<file path="config.mk">
export PLATFORM = sky130hd
export DESIGN_NAME = ele_disp
export DESIGN_NICKNAME = d
export VERILOG_FILES = /design/src/rtl/ele_disp.sv
export SDC_FILE = /design/constraint.sdc
export NUM_CORES = 1
export LEC_CHECK = 0
export ABC_AREA = 1
export CORE_MARGIN = 5
export CORE_UTILIZATION = 35
export CTS_BUF_LIST = sky130_fd_sc_hd__clkbuf_16
export DETAILED_ROUTE_END_ITERATION = 8
export DONT_BUFFER_PORTS = 1
export HOLD_SLACK_MARGIN = 0.05
export MAX_ROUTING_LAYER = met4
export SETUP_SLACK_MARGIN = 0.15
export SYNTH_ARGS = -nofsm -noshare
export SYNTH_HDL_FRONTEND = slang
export SYNTH_SLANG_ARGS = --single-unit
</file>
<file path="constraint.sdc">
create_clock -name clk -period 1.4 [get_ports clk]
set_input_delay 0.14 -clock clk [delete_from_list [all_inputs] [get_ports clk]]
set_output_delay 0.14 -clock clk [all_outputs]
set_load 0.02 [all_outputs]
</file>
<file path="src/rtl/ele_disp.sv">
// ele_disp: 4-digit multiplexed elevator status display with a burst beeper.
// Digit 3 = floor, 2 = direction glyph, 1 = seconds (dp lit), 0 = tenths.
module ele_disp #(
  parameter int unsigned SCAN_DIV  = 16,
  parameter int unsigned BEEP_HALF = 4,
  parameter int unsigned BURST_LEN = 32,
  parameter int unsigned BURST_CNT = 3
) (
  input  logic       clk,
  input  logic       sysclr_n,
  input  logic       en,
  input  logic [1:0] floor,
  input  logic       state_down,
  input  logic       state_stay,
  input  logic       state_up,
  input  logic [3:0] cnt_s_disp,
  input  logic [3:0] cnt_ms_disp,
  input  logic       beep_en,
  output logic [7:0] seg,
  output logic [3:0] dig_sel,
  output logic       beep,
  output logic       err
);

  localparam int unsigned DW = $clog2(SCAN_DIV);
  localparam int unsigned HW = (BEEP_HALF > 1) ? $clog2(BEEP_HALF) : 1;
  localparam int unsigned LW = $clog2(BURST_LEN);
  localparam logic [DW-1:0] DIV_LAST  = DW'(SCAN_DIV - 1);
  localparam logic [HW-1:0] HALF_LAST = HW'(BEEP_HALF - 1);
  localparam logic [LW-1:0] LEN_LAST  = LW'(BURST_LEN - 1);
  localparam logic [3:0]    BURSTS    = 4'(BURST_CNT);

  typedef struct packed {
    logic [1:0] floor;
    logic       up;
    logic       stay;
    logic       down;
    logic [3:0] s;
    logic [3:0] ms;
  } snap_t;

  localparam snap_t SNAP_RST = '{floor: 2'd0, up: 1'b0, stay: 1'b1, down: 1'b0,
                                 s: 4'd0, ms: 4'd0};

  typedef enum logic [1:0] {IDLE, TONE, GAP} beep_state_e;

  logic [DW-1:0] div_q, div_d;
  logic [1:0]    idx_q, idx_d;
  snap_t         snap_q, snap_d;
  logic [7:0]    seg_q, seg_d;
  logic [3:0]    dig_sel_q, dig_sel_d;
  logic          err_q, err_d;
  logic          been_q, been_d;
  beep_state_e   state_q, state_d;
  logic [LW-1:0] cyc_q, cyc_d;
  logic [HW-1:0] half_q, half_d;
  logic          phase_q, phase_d;
  logic [3:0]    burst_q, burst_d;
  logic          beep_d;
  logic          rise;

  function automatic logic [7:0] bcd_to_seg(input logic [3:0] v);
    case (v)
      4'd0:    return 8'hC0;
      4'd1:    return 8'hF9;
      4'd2:    return 8'hA4;
      4'd3:    return 8'hB0;
      4'd4:    return 8'h99;
      4'd5:    return 8'h92;
      4'd6:    return 8'h82;
      4'd7:    return 8'hF8;
      4'd8:    return 8'h80;
      4'd9:    return 8'h90;
      default: return 8'hFF;
    endcase
  endfunction

  function automatic logic dir_bad(input snap_t s);
    case ({s.up, s.stay, s.down})
      3'b100, 3'b010, 3'b001: return 1'b0;
      default:                return 1'b1;
    endcase
  endfunction

  function automatic logic [7:0] dir_glyph(input snap_t s);
    case ({s.up, s.stay, s.down})
      3'b100:  return 8'hFE;
      3'b010:  return 8'hBF;
      3'b001:  return 8'hF7;
      default: return 8'h86;
    endcase
  endfunction

  // All state registers
  always_ff @(posedge clk or negedge sysclr_n) begin
    if (!sysclr_n) begin
      div_q     <= '0;
      idx_q     <= 2'd3;
      snap_q    <= SNAP_RST;
      seg_q     <= '1;
      dig_sel_q <= '1;
      err_q     <= 1'b0;
      been_q    <= 1'b0;
      state_q   <= IDLE;
      cyc_q     <= '0;
      half_q    <= '0;
      phase_q   <= 1'b0;
      burst_q   <= '0;
    end else begin
      div_q     <= div_d;
      idx_q     <= idx_d;
      snap_q    <= snap_d;
      seg_q     <= seg_d;
      dig_sel_q <= dig_sel_d;
      err_q     <= err_d;
      been_q    <= been_d;
      state_q   <= state_d;
      cyc_q     <= cyc_d;
      half_q    <= half_d;
      phase_q   <= phase_d;
      burst_q   <= burst_d;
    end
  end

  // Scan divider, digit index and frame snapshot
  always_comb begin
    div_d  = div_q;
    idx_d  = idx_q;
    snap_d = snap_q;
    if (!en) begin
      div_d = '0;
      idx_d = 2'd3;
    end else if (div_q == DIV_LAST) begin
      div_d = '0;
      idx_d = idx_q - 2'd1;
    end else begin
      div_d = div_q + DW'(1);
    end
    // Loading at the last slot of digit 0 keeps a whole frame coherent.
    if (!en || (div_q == DIV_LAST && idx_q == 2'd0)) begin
      snap_d = {floor, state_up, state_stay, state_down, cnt_s_disp, cnt_ms_disp};
    end
    err_d = dir_bad(snap_q);
  end

  // Registered digit select and segment content
  always_comb begin
    dig_sel_d = '1;
    seg_d     = '1;
    if (en) begin
      dig_sel_d = ~(4'b0001 << idx_q);
      case (idx_q)
        2'd3:    seg_d = bcd_to_seg({2'b00, snap_q.floor} + 4'd1);
        2'd2:    seg_d = dir_glyph(snap_q);
        2'd1:    seg_d = bcd_to_seg(snap_q.s) & 8'h7F;
        default: seg_d = bcd_to_seg(snap_q.ms);
      endcase
    end
  end

  assign been_d = beep_en;
  assign rise   = beep_en && !been_q;

  // Beep FSM next state and burst counters
  always_comb begin
    state_d = state_q;
    cyc_d   = cyc_q;
    half_d  = half_q;
    phase_d = phase_q;
    burst_d = burst_q;
    if (!en) begin
      state_d = IDLE;
    end else begin
      case (state_q)
        IDLE: begin
          if (rise) begin
            state_d = TONE;
            cyc_d   = '0;
            half_d  = '0;
            phase_d = 1'b1;
            burst_d = '0;
          end
        end
        TONE: begin
          if (half_q == HALF_LAST) begin
            half_d  = '0;
            phase_d = ~phase_q;
          end else begin
            half_d = half_q + HW'(1);
          end
          if (cyc_q == LEN_LAST) begin
            cyc_d   = '0;
            burst_d = burst_q + 4'd1;
            state_d = ((burst_q + 4'd1) == BURSTS) ? IDLE : GAP;
          end else begin
            cyc_d = cyc_q + LW'(1);
          end
        end
        GAP: begin
          if (cyc_q == LEN_LAST) begin
            state_d = TONE;
            cyc_d   = '0;
            half_d  = '0;
            phase_d = 1'b1;
          end else begin
            cyc_d = cyc_q + LW'(1);
          end
        end
        default: state_d = IDLE;
      endcase
    end
  end

  // Beep FSM output
  always_comb begin
    beep_d = (state_q == TONE) && phase_q;
  end

  assign seg     = seg_q;
  assign dig_sel = dig_sel_q;
  assign err     = err_q;
  assign beep    = beep_d;

endmodule
</file>
# Word level (Yosys, flattened, before mapping)
# Memory sizes are Yosys's and may differ from the RTL's.
# Cells that the tools add are included.
dict set report word_totals {
  memories 3
  output_inout_bits 14
  inputBits 17
  mem_bits_ro 336
  regBits 47
}
dict set report op_classes {
  n_bitwise 2
  mux 29
  shift 1
  n_addsub 6
  n_reduce_logical 18
  eq_ne 20
}
# memory depth word_bits rd rd_clocked_by_memory_dff wr line_no
set mem_list {}
lappend mem_list {{(no name shown)} 16 7 1 0 0 63} ;# case (v)
lappend mem_list {{(no name shown)} 16 7 1 0 0 63}
lappend mem_list {{(no name shown)} 16 7 1 0 0 63}
# op n
set op_table {}
lappend op_table {{one-hot mux 8 bit (3 select lines)} 1}
lappend op_table {{one-hot mux 7 bit (3 select lines)} 1}
lappend op_table {{two-way mux 2 bit} 10}
lappend op_table {{two-way mux 4 bit} 5}
lappend op_table {{one-hot mux 2 bit (3 select lines)} 2}
lappend op_table {{two-way mux 5 bit} 2}
lappend op_table {{one-hot mux 5 bit (2 select lines)} 1}
lappend op_table {{inequality test 3 bit (second input constant)} 3}
lappend op_table {{adder 4 x 1 -> 4 bit (second input constant)} 2}
lappend op_table {{equality test 2 bit (second input constant)} 4}
lappend op_table {{two-way mux 8 bit} 1}
lappend op_table {{inequality test 2 bit (second input constant)} 4}
lappend op_table {{one-hot mux 4 bit (2 select lines)} 1}
lappend op_table {{AND reduction 4 bit} 2}
lappend op_table {{AND reduction 3 bit} 2}
lappend op_table {{adder 5 x 1 -> 5 bit (second input constant)} 1}
lappend op_table {{equality test 5 bit (second input constant)} 1}
lappend op_table {{AND reduction 5 bit} 1}
lappend op_table {{equality test 2 x 1 -> 1 bit (second input constant)} 2}
lappend op_table {{equality test 4 x 2 -> 1 bit (second input constant)} 1}
lappend op_table {{equality test 4 bit (second input constant)} 1}
lappend op_table {{zero test 2 bit} 2}
lappend op_table {{two-way mux 1 bit} 4}
lappend op_table {{NOT 4 bit} 1}
lappend op_table {{other kinds (17)} 21}

# Logic depth before layout (Yosys ltp)
# Gate-level depths: netlist of the first run.
dict set report logic_depth {
  word_depth 6
  ltp_mapped 11
}

# Least setup slack after synthesis of the first run
# No wires, ideal clock.
dict set report synth_path {
  path_kind {register to register}
  start {reg cyc_q[0]}
  end {reg state_q[1]}
  t_required_ps 1283
  arrival_ps 1312
  path_stages_with_launch 11
  setup_ps 117
  path_buffers 0
  period_less_slack_ps 1428
  path_slack_ps -28
  path_cell_list {dfrtp_1 ha_1 nand2_1 nor2_1 ha_1 inv_1 o21ai_0 nand2_1 nor3_1 nand2_1 nand2_1}
}
dict set report synth_via {
  elab_chain_len 3
}
# element line_no
set synth_lines {}
lappend synth_lines {{from (decl)} 55} ;# logic [LW-1:0] cyc_q, cyc_d;
lappend synth_lines {{from (signal assigned)} 118} ;# cyc_q <= cyc_d;
lappend synth_lines {{equality test 5 bit (*)} {191, 200}}
lappend synth_lines {{inequality test 3 bit (no line)} -}
lappend synth_lines {{AND reduction 3 bit (no line) (*)} -}
lappend synth_lines {{to (signal assigned)} 117} ;# state_q <= state_d;
lappend synth_lines {{to (decl)} 54} ;# beep_state_e state_q, state_d;
# Mark *: on every way between the ends. The rest lies on a longest branch, timed or not.
# A chain may end at the register's enable or synchronous reset.

# Worst setup path after layout of the first run
dict set report layout_path {
  start {reg cyc_q[1]}
  end {reg phase_q}
}
dict set report layout_via {
  elab_chain_len 3
}
# element line_no
set layout_lines {}
lappend layout_lines {{equality test 5 bit} 200} ;# if (cyc_q == LEN_LAST) begin
lappend layout_lines {{inequality test 2 bit (no line)} -}
lappend layout_lines {{AND reduction 5 bit (no line)} -}
lappend layout_lines {{to (signal assigned)} 120} ;# phase_q <= phase_d;
lappend layout_lines {{to (decl)} 57} ;# logic phase_q, phase_d;
# Every way passes these cells.

==> flow_summary_export.csv, run 1 <==
group,metric,value,unit
sta,fin_crit_sh,105,%
sta,max_slew_margin,61.6,%
placement,placed_area,0.00295,mm2
critical_path,critPathRequiredTime,1570,ps
global_routing,grt_pass1_wl,10500,um
detailed_routing,drt_iter0_drc,64,
sta,fin_worst_skew,5.81,ps
logic_synthesis,ys_seq_area_share,44.0,%
logic_synthesis,synth_edf_count,0,
final_layout,layout.nets,430,
logic_synthesis,syn_inst,332,
sta,hold_violations,47,
placement,io_buffers,0,
critical_path,cp-end-kind,"flop",
critical_path,start_kind,"flop",
detailed_routing,num_vias,2218,
detailed_routing,ant_nets,0,
logic_synthesis,synthArstFlopShare,100,%
logic_synthesis,yosys_register_bits,47,
floorplanning,dieWidth,98.1,um
logic_synthesis,yosysTopAreaCellShare,29.5,%
sta,rsz0062_at_grt,"yes",
cts,cts-root-buf,"clkbuf_16",
floorplanning,start_util,35.5,%
power,power_density,1240,mW/mm2
global_routing,grt_max_degree,48,
cts,cts_sinks,47,
global_routing,first_global_vias,2201,
run,drv_cap,0,
placement,place.gp.congestion,0.826,
logic_synthesis,ys_types,30,
floorplanning,rows,32,
cts,holdBufCountCts,15,
cts,htreeDepth,2,
logic_synthesis,synth_area_per_cell,8.17,um2
sta,timing.fmax,677,MHz
logic_synthesis,synth-main-ff-cell,"dfrtp_1",
logic_synthesis,synth_largest_area_cell,"dfrtp_1",
logic_synthesis,synthTopCellsByArea,"dfrtp_1, nand2_1, ha_1, dfstp_2, inv_1",
detailed_routing,drcViolationCount,0,
sta,setup_slack,-76.9,ps
sta,worst_slew_pin_slew,573,ps
status,violations,"negative hold slack, negative setup slack",
cts,clk_pin_slew,60,ps
floorplanning,ioPinCount,31,
global_routing,grt.total_usage,13.6,%
sta,setup_viol,27,
global_routing,grt-ovfl-total,0,
logic_synthesis,synth_area,0.00271,mm2
sta,final-max-slew-violation-count,0,
power,total_power,4.60,mW
logic_synthesis,syn_nets,381,
detailed_routing,wl,6130,um
final_layout,areaGrowthSynthToFinish,36.8,%
status,status,"finished, violations left",
final_layout,final_area,0.00371,mm2
placement,pre_cts_ws,-120,ps
floorplanning,fp.coreArea,0.00765,mm2
final_layout,antenna_cells,0,
critical_path,critPathKind,"flop to flop",
cts,cts_tree,"built",
critical_path,crit_fanout,4,
power,vdd_ir_drop_max,0.000642,V
power,p_leak,1.80,nW
cts,cts_max_path_buffers,2,
worst_hold_path,hold_path.class,"input pin to asynchronous set/reset pin",
detailed_routing,wl_per_cell,12.7,um
sta,period_minus_slack,1480,ps
global_routing,antenna_found_initial,0,
cts,clock_latency,280,ps
critical_path,worstPathArrival,1650,ps
cts,cts_buffers,5,
floorplanning,die_y,98.1,um
detailed_routing,drt-vias-per-instance,4.58,
sta,whs,-454,ps
detailed_routing,dr.pass1.iters,6,
floorplanning,die-area,0.00961,mm2
logic_synthesis,yosysWarnings,0,
placement,dp_hpwl,3930,um
final_layout,drive_above_1_share,31.2,%
## sequential cells by signal, indices dropped and copies added (netlist names)
signal   cells
been_q       1
burst_q      4
cyc_q        5
dig_sel      4
div_q        4
err          1
half_q       2
idx_q        2
phase_q      1
seg          8
snap_q      13
state_q      2
## critical path: stages (launching register included)
cell and delay [ps]:
dfrtp_1 360, ha_2 190, nand2_2 60, nor2_2 90, ha_2 200, nor2_1 50
nor2_1 110, nand2_2 90, inv_2 70, nand2_1 40, nand2_1 50, nand2_1 50
## Yosys cell counts, types with 3 or more instances
cell type  number
nand2_1       113
inv_1          37
dfrtp_1        32
ha_1           32
nand3_1        24
dfstp_2        15
o21ai_0        14
nor2_1         13
o21ai_1        13
a21oi_1         9
inv_2           4
buf_2           3
xor2_1          3
## worst paths after layout
kind	from	endpoint	slack, ps	cells past startpoint
max reg2reg	cyc_q[1]$_DFFE_PN0P_	phase_q$_DFFE_PN0P_	-80	11
min in group clk	en	state_q[1]$_DFFE_PN0P_	80	4
max in group asynchronous	sysclr_n	seg[4]$_DFF_PN1_	1660	0
min reg2reg	div_q[0]$_DFF_PN0_	div_q[0]$_DFF_PN0_	460	1
min	sysclr_n	been_q$_DFF_PN0_	-450	0
max	cyc_q[1]$_DFFE_PN0P_	phase_q$_DFFE_PN0P_	-80	11
## metal layers
layer | vias to the layer above | GRT usage [%] | share of wire (%)
met4 | 0 | 4.69 | 1.4
li1 | 1148 | - | -
met2 | 38 | 20.7 | 46
met5 | - | - | 0
met3 | 6 | 2.29 | 3.1
met1 | 1026 | 18.4 | 50
## placed cells by master (no fill, tap or decap), drive strengths merged
master / count
nand4: 2
a31o: 1
a31oi: 1
xor2: 3
nand3: 25
buf: 31
o31ai: 1
dfrtp: 32
nor3: 1
or2: 3
clkinv: 1
nand2: 115
o21ai: 28
nand3b: 1
nor2: 14
xnor2: 1
ha: 32
clkbuf: 5
dlygate4sd3: 15
inv: 43
a21oi: 10
a22oi: 1
dfstp: 15
o22ai: 1
## what timing repair did
action | CTS | global route
endpoints found under the hold margin | 72 | 47
endpoints found under the setup margin | 35 | 36
buffers inserted | 11 | 4
resized for setup | 59 | 22
pin swaps | 19 | 13
gates cloned | 3 | 0
## final cells by class
| class | instances | area (um2) |
|---|---|---|
| inverters | 41 | 164 |
| repair buffers | 46 | 474 |
| well taps | 102 | 128 |
| fillers | 700 | 3930 |
| multi-input cells | 240 | 1620 |
| flip-flops and latches | 47 | 1190 |
| clock buffers | 5 | 125 |
| clock inverters | 3 | 12.5 |
## per-stage QoR
stage	utilization (%)	instances	TNS [ps]
floorplan	-	332	-5.34
global placement	38.5	443	-159
detailed placement	38.5	443	-813
CTS	47.0	480	-774
global route	48.6	484	-3540
finish	48.6	484	-824
## kinds of logic (layout without fill, tap and decap cells)
kind of cell	count (synthesis)	in the layout	share of synthesized area, %
simple gates	161	161	24.5
flops	47	47	44.0
buf+inv	45	95	6.50
compound gates	43	43	8.90
fa+ha+maj	32	32	14.8
xor+xnor	4	4	1.29
## where the power goes
part | internal [mW] | switching [mW] | total [mW]
Sequential | 1.59 | 0.196 | 1.78
Combinational | 0.749 | 0.940 | 1.69
Clock | 0.646 | 0.479 | 1.12
Power figures use the tool's default switching activity.
==> run 2, diff against run 1 <==
--- a/config.mk
+++ b/config.mk
@@ -14,6 +14,7 @@
 export HOLD_SLACK_MARGIN = 0.05
 export MAX_ROUTING_LAYER = met4
 export SETUP_SLACK_MARGIN = 0.15
+export SLEW_MARGIN = 10
 export SYNTH_ARGS = -nofsm -noshare
 export SYNTH_HDL_FRONTEND = slang
 export SYNTH_SLANG_ARGS = --single-unit
==> results of run 2 <==
No change in the layout: final DEF, timing and power equal those of run 1.
